File: src/rtl/gfx_pkg.sv
// gfx_pkg: shared AXI response codes, bus widths and dispatcher state for the pixel writer.
package gfx_pkg;
  localparam int GFX_ADDR_W = 32;
  localparam int GFX_DATA_W = 32;
  localparam logic [1:0] AXI_RESP_OKAY   = 2'b00;
  localparam logic [1:0] AXI_RESP_EXOKAY = 2'b01;
  localparam logic [1:0] AXI_RESP_SLVERR = 2'b10;
  localparam logic [1:0] AXI_RESP_DECERR = 2'b11;
  typedef enum logic {ST_IDLE, ST_ISSUE} disp_state_e;
endpackage

File: src/rtl/gfx_pixel_fifo.sv
// gfx_pixel_fifo: synchronous FIFO with registered full/empty flags.
module gfx_pixel_fifo #(
  parameter int DEPTH = 16,
  parameter int WIDTH = 64
) (
  input  logic             clk,
  input  logic             reset,
  input  logic             push,
  input  logic             pop,
  input  logic [WIDTH-1:0] wdata,
  output logic [WIDTH-1:0] rdata,
  output logic             full,
  output logic             empty
);
  localparam int AW = $clog2(DEPTH);
  logic [WIDTH-1:0] mem_q [DEPTH];
  logic [AW-1:0] wr_q, rd_q;
  logic [AW:0] cnt_q, cnt_d;
  logic full_q, empty_q;
  assign cnt_d = cnt_q + (AW+1)'(push) - (AW+1)'(pop);
  assign rdata = mem_q[rd_q];
  assign full  = full_q;
  assign empty = empty_q;
  always_ff @(posedge clk)
    if (push) mem_q[wr_q] <= wdata;
  // full reads as set while in reset so the producer sees ready low until released
  always_ff @(posedge clk) begin
    if (reset) begin
      wr_q    <= '0;
      rd_q    <= '0;
      cnt_q   <= '0;
      full_q  <= 1'b1;
      empty_q <= 1'b1;
    end else begin
      if (push) wr_q <= wr_q + AW'(1);
      if (pop) rd_q <= rd_q + AW'(1);
      cnt_q   <= cnt_d;
      full_q  <= cnt_d == (AW+1)'(DEPTH);
      empty_q <= cnt_d == '0;
    end
  end
endmodule

File: src/rtl/gfx_pixel_axi_writer.sv
// gfx_pixel_axi_writer: queues pixel writes and issues them as single-beat AXI writes; GFX_PIXEL_DEDUP_EN drops repeated beats.
module gfx_pixel_axi_writer
  import gfx_pkg::*;
#(
  parameter int FIFO_DEPTH      = 16,
  parameter int MAX_OUTSTANDING = 4
) (
  input  logic                  clk,
  input  logic                  reset,
  input  logic                  pix_valid,
  output logic                  pix_ready,
  input  logic [GFX_ADDR_W-1:0] pix_addr,
  input  logic [GFX_DATA_W-1:0] pix_data,
  output logic [GFX_ADDR_W-1:0] m00_axi_awaddr,
  output logic [2:0]            m00_axi_awprot,
  output logic                  m00_axi_awvalid,
  input  logic                  m00_axi_awready,
  output logic [GFX_DATA_W-1:0] m00_axi_wdata,
  output logic [3:0]            m00_axi_wstrb,
  output logic                  m00_axi_wvalid,
  input  logic                  m00_axi_wready,
  input  logic [1:0]            m00_axi_bresp,
  input  logic                  m00_axi_bvalid,
  output logic                  m00_axi_bready,
  input  logic                  err_clear,
  output logic                  m00_axi_error,
  output logic                  busy
);
  logic accept, push, dispatch, fifo_full, fifo_empty;
  logic [GFX_ADDR_W+GFX_DATA_W-1:0] fifo_rdata;
  disp_state_e state_q;
  logic awvalid_q, wvalid_q, err_q;
  logic [GFX_ADDR_W-1:0] awaddr_q;
  logic [GFX_DATA_W-1:0] wdata_q;
  logic [3:0] outst_q;
  assign accept = pix_valid && pix_ready;
`ifdef GFX_PIXEL_DEDUP_EN
  logic prev_v_q;
  logic [GFX_ADDR_W+GFX_DATA_W-1:0] prev_q;
  always_ff @(posedge clk) begin
    if (reset || !pix_valid) prev_v_q <= 1'b0;
    else if (accept) begin
      prev_v_q <= 1'b1;
      prev_q   <= {pix_addr, pix_data};
    end
  end
  assign push = accept && !(prev_v_q && prev_q == {pix_addr, pix_data});
`else
  assign push = accept;
`endif
  gfx_pixel_fifo #(.DEPTH(FIFO_DEPTH), .WIDTH(GFX_ADDR_W + GFX_DATA_W)) u_fifo (
    .clk(clk), .reset(reset), .push(push), .pop(dispatch),
    .wdata({pix_addr, pix_data}), .rdata(fifo_rdata),
    .full(fifo_full), .empty(fifo_empty)
  );
  assign pix_ready = !fifo_full;
  assign dispatch  = state_q == ST_IDLE && !fifo_empty && outst_q < 4'(MAX_OUTSTANDING);
  always_ff @(posedge clk) begin
    if (reset) begin
      state_q   <= ST_IDLE;
      awvalid_q <= 1'b0;
      wvalid_q  <= 1'b0;
      awaddr_q  <= '0;
      wdata_q   <= '0;
    end else if (state_q == ST_IDLE) begin
      if (dispatch) begin
        state_q   <= ST_ISSUE;
        awvalid_q <= 1'b1;
        wvalid_q  <= 1'b1;
        awaddr_q  <= fifo_rdata[GFX_ADDR_W+GFX_DATA_W-1:GFX_DATA_W] & 32'hFFFF_FFFC;
        wdata_q   <= fifo_rdata[GFX_DATA_W-1:0];
      end
    end else begin
      awvalid_q <= awvalid_q && !m00_axi_awready;
      wvalid_q  <= wvalid_q && !m00_axi_wready;
      if ((!awvalid_q || m00_axi_awready) && (!wvalid_q || m00_axi_wready)) state_q <= ST_IDLE;
    end
  end
  // a response arriving with nothing outstanding is ignored so the count never wraps
  always_ff @(posedge clk) begin
    if (reset) outst_q <= '0;
    else if (dispatch && !m00_axi_bvalid) outst_q <= outst_q + 4'd1;
    else if (!dispatch && m00_axi_bvalid && outst_q != '0) outst_q <= outst_q - 4'd1;
  end
  always_ff @(posedge clk) begin
    if (reset) err_q <= 1'b0;
    else if (m00_axi_bvalid && (m00_axi_bresp == AXI_RESP_SLVERR || m00_axi_bresp == AXI_RESP_DECERR)) err_q <= 1'b1;
    else if (err_clear) err_q <= 1'b0;
  end
  assign m00_axi_awaddr  = awaddr_q;
  assign m00_axi_awprot  = 3'b000;
  assign m00_axi_awvalid = awvalid_q;
  assign m00_axi_wdata   = wdata_q;
  assign m00_axi_wstrb   = 4'hF;
  assign m00_axi_wvalid  = wvalid_q;
  assign m00_axi_bready  = 1'b1;
  assign m00_axi_error   = err_q;
  assign busy            = !fifo_empty || state_q == ST_ISSUE || outst_q != '0;
endmodule

File: config.mk
export PLATFORM = sky130hd
export DESIGN_NAME = gfx_pixel_axi_writer
export DESIGN_NICKNAME = d
export VERILOG_FILES = /design/src/rtl/gfx_pkg.sv /design/src/rtl/gfx_pixel_fifo.sv /design/src/rtl/gfx_pixel_axi_writer.sv
export SDC_FILE = /design/constraint.sdc
export NUM_CORES = 1
export LEC_CHECK = 0
export ABC_AREA = 1
export ABC_CLOCK_PERIOD_IN_PS = 5800
export BUFFER_PORTS_ARGS = -buffer_cell sky130_fd_sc_hd__buf_2
export CORE_MARGIN = 2
export CORE_UTILIZATION = 25
export CTS_BUF_LIST = sky130_fd_sc_hd__clkbuf_4
export DETAILED_ROUTE_END_ITERATION = 10
export PLACE_DENSITY_LB_ADDON = 0.1
export SYNTH_ARGS = -nofsm -noshare
export SYNTH_HDL_FRONTEND = slang
export SYNTH_HIERARCHICAL = 1
export SYNTH_SLANG_ARGS = --single-unit
File: constraint.sdc
create_clock -name clk -period 5.8 [get_ports clk]
set_clock_uncertainty 0.15 [all_clocks]
set_input_delay 0.29 -clock clk [delete_from_list [all_inputs] [get_ports clk]]
set_output_delay 0.29 -clock clk [all_outputs]
set_load 0.02 [all_outputs]
==> results.cfg, run 1 <==
[critical_path]
timing.reg2reg.worst_path_depth = 9
worstSetupEndpointType = flip-flop
timing.critical_path.from_type = flip-flop
worst_path_required_time_ns = 6.76
crit_fanout = 252
arrival_time_reported_for_the_critical_path_endpoint_ns = 4.52
timing_worst_setup_path_type = flip-flop to flip-flop

[floorplan]
initial_standard_cell_utilization_of_the_core_pct = 25.2
core_um2 = 183000
top_level_ports = 150
die_y_um = 434
floorplan.rows = 157
design.die.area_um2 = 188000
die_width_um = 434

[synthesis]
postSynthAreaPerCell_um2 = 10.3
syn-cell-area_um2 = 46200
ys.warnings.count = 6
postSynthCellCount = 4475

[clock_network]
cts_resized = 0
cts.path.max_buffers = 4
htree_levels = 5
numCtsBuffers = 342
cts.sink_count = 1081
clock_latency_late_sink_ns = 1.29
tritoncts = yes
ctsRootBufferMaster = clkbuf_4
clock_pin_slew_on_the_worst_setup_and_hold_paths_ns = 0.06

[hold_path]
hold-path-cell-count = 5
holdCritPathClass = input pin to flip-flop

[finish]
area_delta_synth_final_pct = 18.7
finish.net_count = 5012
finalNonFillerCells = 7645
design_area_um2 = 54900
layout-drive-gt1-share_pct = 14.9

[timing]
fmaxAchievable_mhz = 280
timing.max_slew.rel_slack_pct = 32.6
timing.final.crit_share_pct = 61.5
timing.final.setup_violations = 0
totalNegativeSetupSlack_ns = 0
rsz_0062_raised_after_global_routing = no
hold-worst-slack_ns = 0.214
final_period_minus_worst_setup_slack_ns = 3.57
report.final.slew_viol_count = 0
hold_violations = 0
worst_slack_ns = 2.23
timing_worst_slew_pin_value_ns = 1.01

[route]
drt_pass1_iterations = 5
drc_errors = 0
route.final.wire_length_um = 146000
drtIter0Drc = 1837
drt-wirelength-per-cell_um = 19.1
vias_per_cell = 4.11
vias = 31400
ant_nets = 0

[run_status]
status = finished clean

[grt]
grt.total_usage_pct = 15.5
grt_start_max_net_pins = 253
antenna_found_initial = 16
first_global_vias = 31200
gr-total-overflow = 0
grt_first_pass_wirelength_um = 211000

[place]
place_congestion = 0.698
pre_cts_ws_ns = 2.17
io_buffer_count = 136
placed_cell_area_um2 = 49200
post-place-cells = 6902
dpl.hpwl_um = 69200

[power_and_ir_drop]
power_dens_cells_nw_per_um2 = 391
leakage_nw = 23.1
vdd_drop_max_mv = 0.375

[job]
max_cap_viol_count = 0
## per-stage QoR
step | utilization (%) | power [mW]
after global routing | 29.9 | 22.9
after CTS | 29.9 | 22.0
after detailed placement | 26.8 | 14.2
after floorplan | - | 12.8
after global placement | 26.8 | 14.2
final | 29.9 | 21.5
## routing by layer
metal / wire (µm) / vias up / global-route usage, %
met3: 6080 / 258 / 3.30
li1: - / 15600 / -
met4: 3380 / 8 / 5.11
met1: 68400 / 15000 / 20.5
met2: 67800 / 654 / 25.0
met5: 49 / - / 0
## repair_timing
action / CTS / global route
hold buffers: 143 / 0
endpoints found under the hold margin: 1201 / 0
buffers inserted: 0 / 0
## cells in the final DEF, fill, tap and decap left out, drive strengths merged
cell            n
inv           782
dlygate4sd3   143
clkinv         62
xor2            2
nand3b          1
clkbuf        524
nand4           3
or2             1
buf           199
diode          11
xnor2           1
a21oi          14
edfxtp        992
dfxtp          89
fa              2
nor2          164
nand2        1345
o21a            2
ha             12
nor3            1
o21ai          68
nand3         753
conb           10
## critical path, stage by stage (launching register included)
cell	delay, ns
dfxtp_4	0.87
clkinv_16	0.72
nand2_1	0.22
nand2_1	0.07
nand2_1	0.06
nand3_1	0.07
nand3_1	0.12
nand2_1	0.08
o21ai_0	0.76
nor2_1	0.06
## report_power, final
group / total [mW] / leakage [nW] / switching, mW / internal, mW
clock: 7.50 / 2.53 / 3.43 / 4.07
combinational: 4.91 / 10.9 / 3.48 / 1.43
sequential: 9.06 / 9.67 / 0.221 / 8.83
## registers in the layout, indices dropped and copies added (netlist names), 4 cells and up, named ones only
| register | count |
|---|---|
| u_fifo/mem_q | 992 |
| m00_axi_wdata | 32 |
| m00_axi_awaddr | 30 |
| u_fifo/cnt_q | 5 |
| outst_q | 4 |
| u_fifo/rd_q | 4 |
| u_fifo/wr_q | 4 |
## final timing paths
kind	start	end	slack [ns]
max	flip-flop	m00_axi_awaddr[19]	2.23
min	m00_axi_bvalid	m00_axi_error	0.21
max reg2reg	flip-flop	m00_axi_awaddr[19]	2.23
min reg2reg	m00_axi_awaddr[5]	m00_axi_awaddr[5]	0.32
## final cells by class
| cell class | count | area, µm² |
|---|---|---|
| clock inverters | 65 | 246 |
| fillers | 19500 | 129000 |
| multi-input cells | 2379 | 10300 |
| flip-flops and latches | 1081 | 31600 |
| diodes | 11 | 27.5 |
| inverters | 779 | 2970 |
| repair buffers | 342 | 2720 |
| clock buffers | 524 | 3930 |
| well taps | 2464 | 3080 |
No activity file was read; power rests on OpenSTA's default activity.
==> run 2: changes to the inputs <==
--- a/config.mk
+++ b/config.mk
@@ -6,7 +6,7 @@
 export NUM_CORES = 1
 export LEC_CHECK = 0
 export ABC_AREA = 1
-export ABC_CLOCK_PERIOD_IN_PS = 5800
+export ABC_CLOCK_PERIOD_IN_PS = 3430
 export BUFFER_PORTS_ARGS = -buffer_cell sky130_fd_sc_hd__buf_2
 export CORE_MARGIN = 2
 export CORE_UTILIZATION = 25
==> constraint.sdc (replaced) <==
create_clock -name clk -period 3.43 [get_ports clk]
set_clock_uncertainty 0.15 [all_clocks]
set_input_delay 0.1715 -clock clk [delete_from_list [all_inputs] [get_ports clk]]
set_output_delay 0.1715 -clock clk [all_outputs]
set_load 0.02 [all_outputs]
==> run 2 against run 1 <==
  * Cell count barely moved
  * Total power rose by 71%
  * Clock power rose by 71%
  * Sequential power rose by 69%
  * Hold slack improved by 0.11 ns
  * Non-clock buffer count rose by 14
  * Clock-buffer cell count fell by 5
  * Critical path depth did not move
  * Register-to-register slack got worse by 1.5 ns
  * Combinational power rose by 75%
  * Critical endpoint is now m00_axi_wvalid
==> results.cfg, run 2 (same netlist as run 1, synthesis figures left out) <==
[timing]
timing.max_slew.rel_slack_pct = 26.6
timing.final.crit_share_pct = 83.0
timing.final.setup_violations = 0
hold_violations = 0
timing_worst_slew_pin_value_ns = 1.10
fmaxAchievable_mhz = 351
hold-worst-slack_ns = 0.326
report.final.slew_viol_count = 0
final_period_minus_worst_setup_slack_ns = 2.85
rsz_0062_raised_after_global_routing = no

[floorplan]
initial_standard_cell_utilization_of_the_core_pct = 25.2
die_y_um = 434
top_level_ports = 150
floorplan.rows = 157
die_width_um = 434
core_um2 = 183000
design.die.area_um2 = 188000

[power_and_ir_drop]
internal_power_mw = 24.5
power_dens_cells_nw_per_um2 = 662
leakage_nw = 23.3
power_frac_clock_pct = 34.8
power.share.sequential_pct = 41.7
post-layout-total-power_mw = 36.6
switchingPower_mw = 12.1
vdd_drop_max_mv = 0.540
power_frac_comb_pct = 23.5
swShare_pct = 33.0

[critical_path]
arrival_time_reported_for_the_critical_path_endpoint_ns = 3.89
worst_path_required_time_ns = 4.48
timing_worst_setup_path_type = input pin to flip-flop
worstSetupEndpointType = flip-flop
timing.critical_path.from_type = input pin
crit_fanout = 23
cpPeakStageDelay_ns = 0.82
cpMaxStageDelayCell = dlygate4sd3_1
most_repeated_library_cell_on_the_critical_path = dlygate4sd3_1
crit_buf_inv = 7
critical_path.top_delay_family = buffers and inverters
critical_path.cell_chain = dlygate4sd3_1, dlygate4sd3_1, buf_2, dlygate4sd3_1, inv_4, buf_4, o21ai_0, a21oi_1, dlygate4sd3_1

[route]
ant_nets = 0
drc_errors = 0
route.final.wire_length_um = 141000
drt-wirelength-per-cell_um = 18.4
vias = 31500
drtIter0Drc = 1643
vias_per_cell = 4.11
drt_pass1_iterations = 5

[hold_path]
holdCritPathClass = flip-flop to flip-flop

[place]
placed_cell_area_um2 = 49700
place_congestion = 0.691
io_buffer_count = 136
post-place-cells = 6914
dpl.hpwl_um = 68900

[clock_network]
clock_latency_late_sink_ns = 1.33
tritoncts = yes
htree_levels = 5
holdBufCountCts = 145
ctsRootBufferMaster = clkbuf_4
numCtsBuffers = 340
clock_pin_slew_on_the_worst_setup_and_hold_paths_ns = 0.06
cts.path.max_buffers = 4
cts_resized = 0
cts.sink_count = 1081
post-cts-setup-buffers = 0

[job]
max_cap_viol_count = 0

[finish]
register_with_the_most_flip_flops = u_fifo/mem_q
most-common-layout-cells = nand2_1 (1342), edfxtp_1 (992), inv_1 (773)
finalNonFillerCells = 7644
area_delta_synth_final_pct = 19.7
filler_cell_count = 19300
design_area_um2 = 55300
layout-drive-gt1-share_pct = 15.2
layout_commonest_cell = nand2_1
largest_register_ff_count = 992
finish.net_count = 5024

[grt]
grt_first_pass_wirelength_um = 208000
grt.total_usage_pct = 15.0
first_global_vias = 31800
antenna_found_initial = 12
grt_start_max_net_pins = 150
gr-total-overflow = 0

[run_status]
status = finished clean
==> run 2: cell count changes in the layout (fill, tap and decap cells not counted), moves of 2 or more <==
| cell | change |
|---|---|
| clkinv_2 | +2 |
| buf_12 | +27 |
| clkbuf_4 | -5 |
| clkinv_1 | -16 |
| inv_2 | +2 |
| buf_4 | -15 |
| bufinv_16 | +3 |
| diode_2 | -2 |
| dlygate4sd3_1 | +2 |
==> run 2: power groups by stage <==
stage	Combinational, mW	Clock [mW]	Sequential, mW
floorplan	5.78	0	15.8
global placement	8.74	0	15.5
detailed placement	8.72	0	15.6
CTS	8.90	13.4	15.3
global route	9.78	14.1	15.3
finish	8.61	12.8	15.3
==> run 2: routing by layer <==
metal  share of wire, %  GRT usage (%)  routed length (µm)  vias up
li1                   -              -                   -    15600
met1                 45           19.3               64000    14900
met2                 47           24.9               66700      678
met3                4.6           3.49                6460      266
met4                2.6           5.11                3660        4
met5              0.020              0                  28        -
==> run 2: through the flow <==
stage | utilization [%] | setup TNS (ns) | setup WS (ns)
2_1_floorplan | - | -586.99 | -0.657
6_report | 30.2 | 0 | 0.585
5_1_grt | 30.2 | 0 | 0.553
3_3_place_gp | 27.1 | 0 | 0.704
4_1_cts | 30.2 | 0 | 0.734
3_5_place_dp | 27.1 | 0 | 0.751
==> run 2: worst paths after layout <==
| check | startpoint | to | slack, ns | depth (start not counted) |
|---|---|---|---|---|
| hold / removal | m00_axi_awaddr[18] | m00_axi_awaddr[18] | 0.33 | 2 |
| setup reg to reg | flip-flop | m00_axi_wdata[17] | 0.76 | 8 |
| hold reg to reg | m00_axi_awaddr[18] | m00_axi_awaddr[18] | 0.33 | 2 |
| setup / recovery | reset | m00_axi_wvalid | 0.58 | 9 |
==> run 2: worst min-delay path, stage by stage (launching register included) <==
cell     delay (ns)
dfxtp_1        0.32
nor2_1         0.05
nor2_1         0.08
==> run 2: cell type report <==
| type | instances | area (µm²) | area share, % |
|---|---|---|---|
| multi-input combinational | 2379 | 10300 | 18.6 |
| inverter | 779 | 2970 | 5.37 |
| sequential | 1081 | 31600 | 57.1 |
| tap | 2464 | 3080 | 5.57 |
| clock inverter | 57 | 303 | 0.547 |
| clock buffer | 519 | 3900 | 7.04 |
| timing repair buffer | 356 | 3170 | 5.73 |
| antenna | 9 | 22.5 | 0.0407 |
==> run 3: changes to the inputs <==
--- a/config.mk
+++ b/config.mk
@@ -6,7 +6,7 @@
 export NUM_CORES = 1
 export LEC_CHECK = 0
 export ABC_AREA = 1
-export ABC_CLOCK_PERIOD_IN_PS = 3430
+export ABC_CLOCK_PERIOD_IN_PS = 2600
 export BUFFER_PORTS_ARGS = -buffer_cell sky130_fd_sc_hd__buf_2
 export CORE_MARGIN = 2
 export CORE_UTILIZATION = 25
==> constraint.sdc (replaced) <==
create_clock -name clk -period 2.6 [get_ports clk]
set_clock_uncertainty 0.15 [all_clocks]
set_input_delay 0.13 -clock clk [delete_from_list [all_inputs] [get_ports clk]]
set_output_delay 0.13 -clock clk [all_outputs]
set_load 0.02 [all_outputs]
==> run 3 against run 2 <==
  * First-iteration DRC count rose by 5.8%
  * Combinational power rose by 36%
  * Largest power group unchanged
  * Cell count increased by 0.12%
  * Clock power grew 31%
  * Core utilization up 0.20 points
  * Hold slack worse by 0.0061 ns
  * Via count is 1.7% higher
  * Non-clock buffer count is 21 higher
  * Highest routed layer unchanged
  * Sequential power increased by 32%
==> results.cfg, run 3 (same netlist as run 1, synthesis figures left out) <==
[run_status]
status = finished clean

[route]
vias_per_cell = 4.18
drt_pass1_iterations = 5
route.final.wire_length_um = 150000
drtIter0Drc = 1739
drt-wirelength-per-cell_um = 19.6
vias = 32000
drc_errors = 0
ant_nets = 0

[place]
placed_cell_area_um2 = 50100
pre_cts_ws_ns = 0.148
dpl.hpwl_um = 73100
post-place-cells = 6936
place_congestion = 0.692
io_buffer_count = 136

[finish]
finalNonFillerCells = 7653
register_with_the_most_flip_flops = u_fifo/mem_q
final_util_pct = 30.4
most-common-layout-cells = nand2_1 (1342), edfxtp_1 (992), inv_1 (773)
layout_commonest_cell = nand2_1
layout-drive-gt1-share_pct = 15.5
filler_cell_count = 19200
design_area_um2 = 55700
finish.net_count = 5047
largest_register_ff_count = 992
area_delta_synth_final_pct = 20.5

[clock_network]
clock_latency_late_sink_ns = 1.30
numCtsBuffers = 342
clock_pin_slew_on_the_worst_setup_and_hold_paths_ns = 0.06
tritoncts = yes
cts.sink_count = 1081
ctsRootBufferMaster = clkbuf_4
cts.path.max_buffers = 4
post-cts-setup-buffers = 0
htree_levels = 5

[grt]
grt.total_usage_pct = 15.9
antenna_found_initial = 10
first_global_vias = 32000
gr-total-overflow = 0
grt_first_pass_wirelength_um = 219000
grt_start_max_net_pins = 107

[critical_path]
timing_worst_setup_path_type = flip-flop to flip-flop
worst_path_required_time_ns = 3.54
crit_fanout = 3
timing.critical_path.from_type = flip-flop
worstSetupEndpointType = flip-flop
arrival_time_reported_for_the_critical_path_endpoint_ns = 3.35
reg2reg_setup_slack_ns = 0.19

[job]
max_cap_viol_count = 0

[floorplan]
core_um2 = 183000
top_level_ports = 150
initial_standard_cell_utilization_of_the_core_pct = 25.2
die_y_um = 434
design.die.area_um2 = 188000
floorplan.rows = 157
die_width_um = 434

[timing]
report.final.slew_viol_count = 0
timing_worst_slew_pin_value_ns = 0.798
worst_slack_ns = 0.191
rsz_0062_raised_after_global_routing = no
final_period_minus_worst_setup_slack_ns = 2.41
hold_violations = 0
hold-worst-slack_ns = 0.320
timing.final.setup_violations = 0
totalNegativeSetupSlack_ns = 0
timing.final.crit_share_pct = 92.7
fmaxAchievable_mhz = 415
timing.max_slew.rel_slack_pct = 46.8

[power_and_ir_drop]
post-layout-total-power_mw = 48.7
leakage_nw = 23.5
power_dens_cells_nw_per_um2 = 875
vdd_drop_max_mv = 0.458

[hold_path]
holdCritPathClass = input pin to flip-flop
-- run 3: path summary, 6_finish.rpt --
| path | startpoint | to | depth (start not counted) |
|---|---|---|---|
| max reg2reg | state_q | u_fifo/full | 13 |
| max | state_q | u_fifo/full | 13 |
| min | reset | u_fifo/wr_q[3] | 5 |
| min reg2reg | u_fifo/rd_q[2] | flip-flop | 2 |
-- run 3: report_power, final --
part	switching [mW]	internal, mW
registers	0.477	19.7
clock network	7.61	9.23
logic	8.07	3.63
total	16.2	32.6
-- run 3: final cells by class --
class                           count  area, µm²  share of cell area, %
Antenna cell                        5       12.5                 0.0225
Tap cell                         2464       3080                   5.53
Timing Repair Buffer              377       3570                   6.41
Sequential cell                  1081      31600                   56.7
Inverter                          779       2970                   5.34
Clock buffer                      517       3880                   6.97
Multi-Input combinational cell   2379      10300                   18.5
Clock inverter                     51        280                  0.503
-- run 3: critical path: stages (launching register included) --
cell     delay (ns)
dfxtp_1        0.31
nor2_1         0.18
nand2_4        0.09
inv_6          0.07
ha_1           0.22
inv_1          0.05
ha_1           0.16
inv_1          0.07
fa_1           0.44
or2_2          0.30
nand3_1        0.08
nor2_1         0.05
nand3_1        0.07
nand2_1        0.05
-- run 3: metal layers --
metal  share of wire (%)  vias up  wire length, µm  track usage, %
li1                    -    15600                -               -
met1                  47    15500            69900            21.1
met2                  47      649            70400            25.9
met3                 3.9      262             5790            3.23
met4                 2.4        6             3570            5.32
met5               0.023        -               34               0
-- run 3: repair_timing --
action / in CTS / in global routing
hold buffers: 144 / 0
hold endpoints to repair: 2073 / 0
setup endpoints to repair: 0 / 1
gates resized for setup: 0 / 2
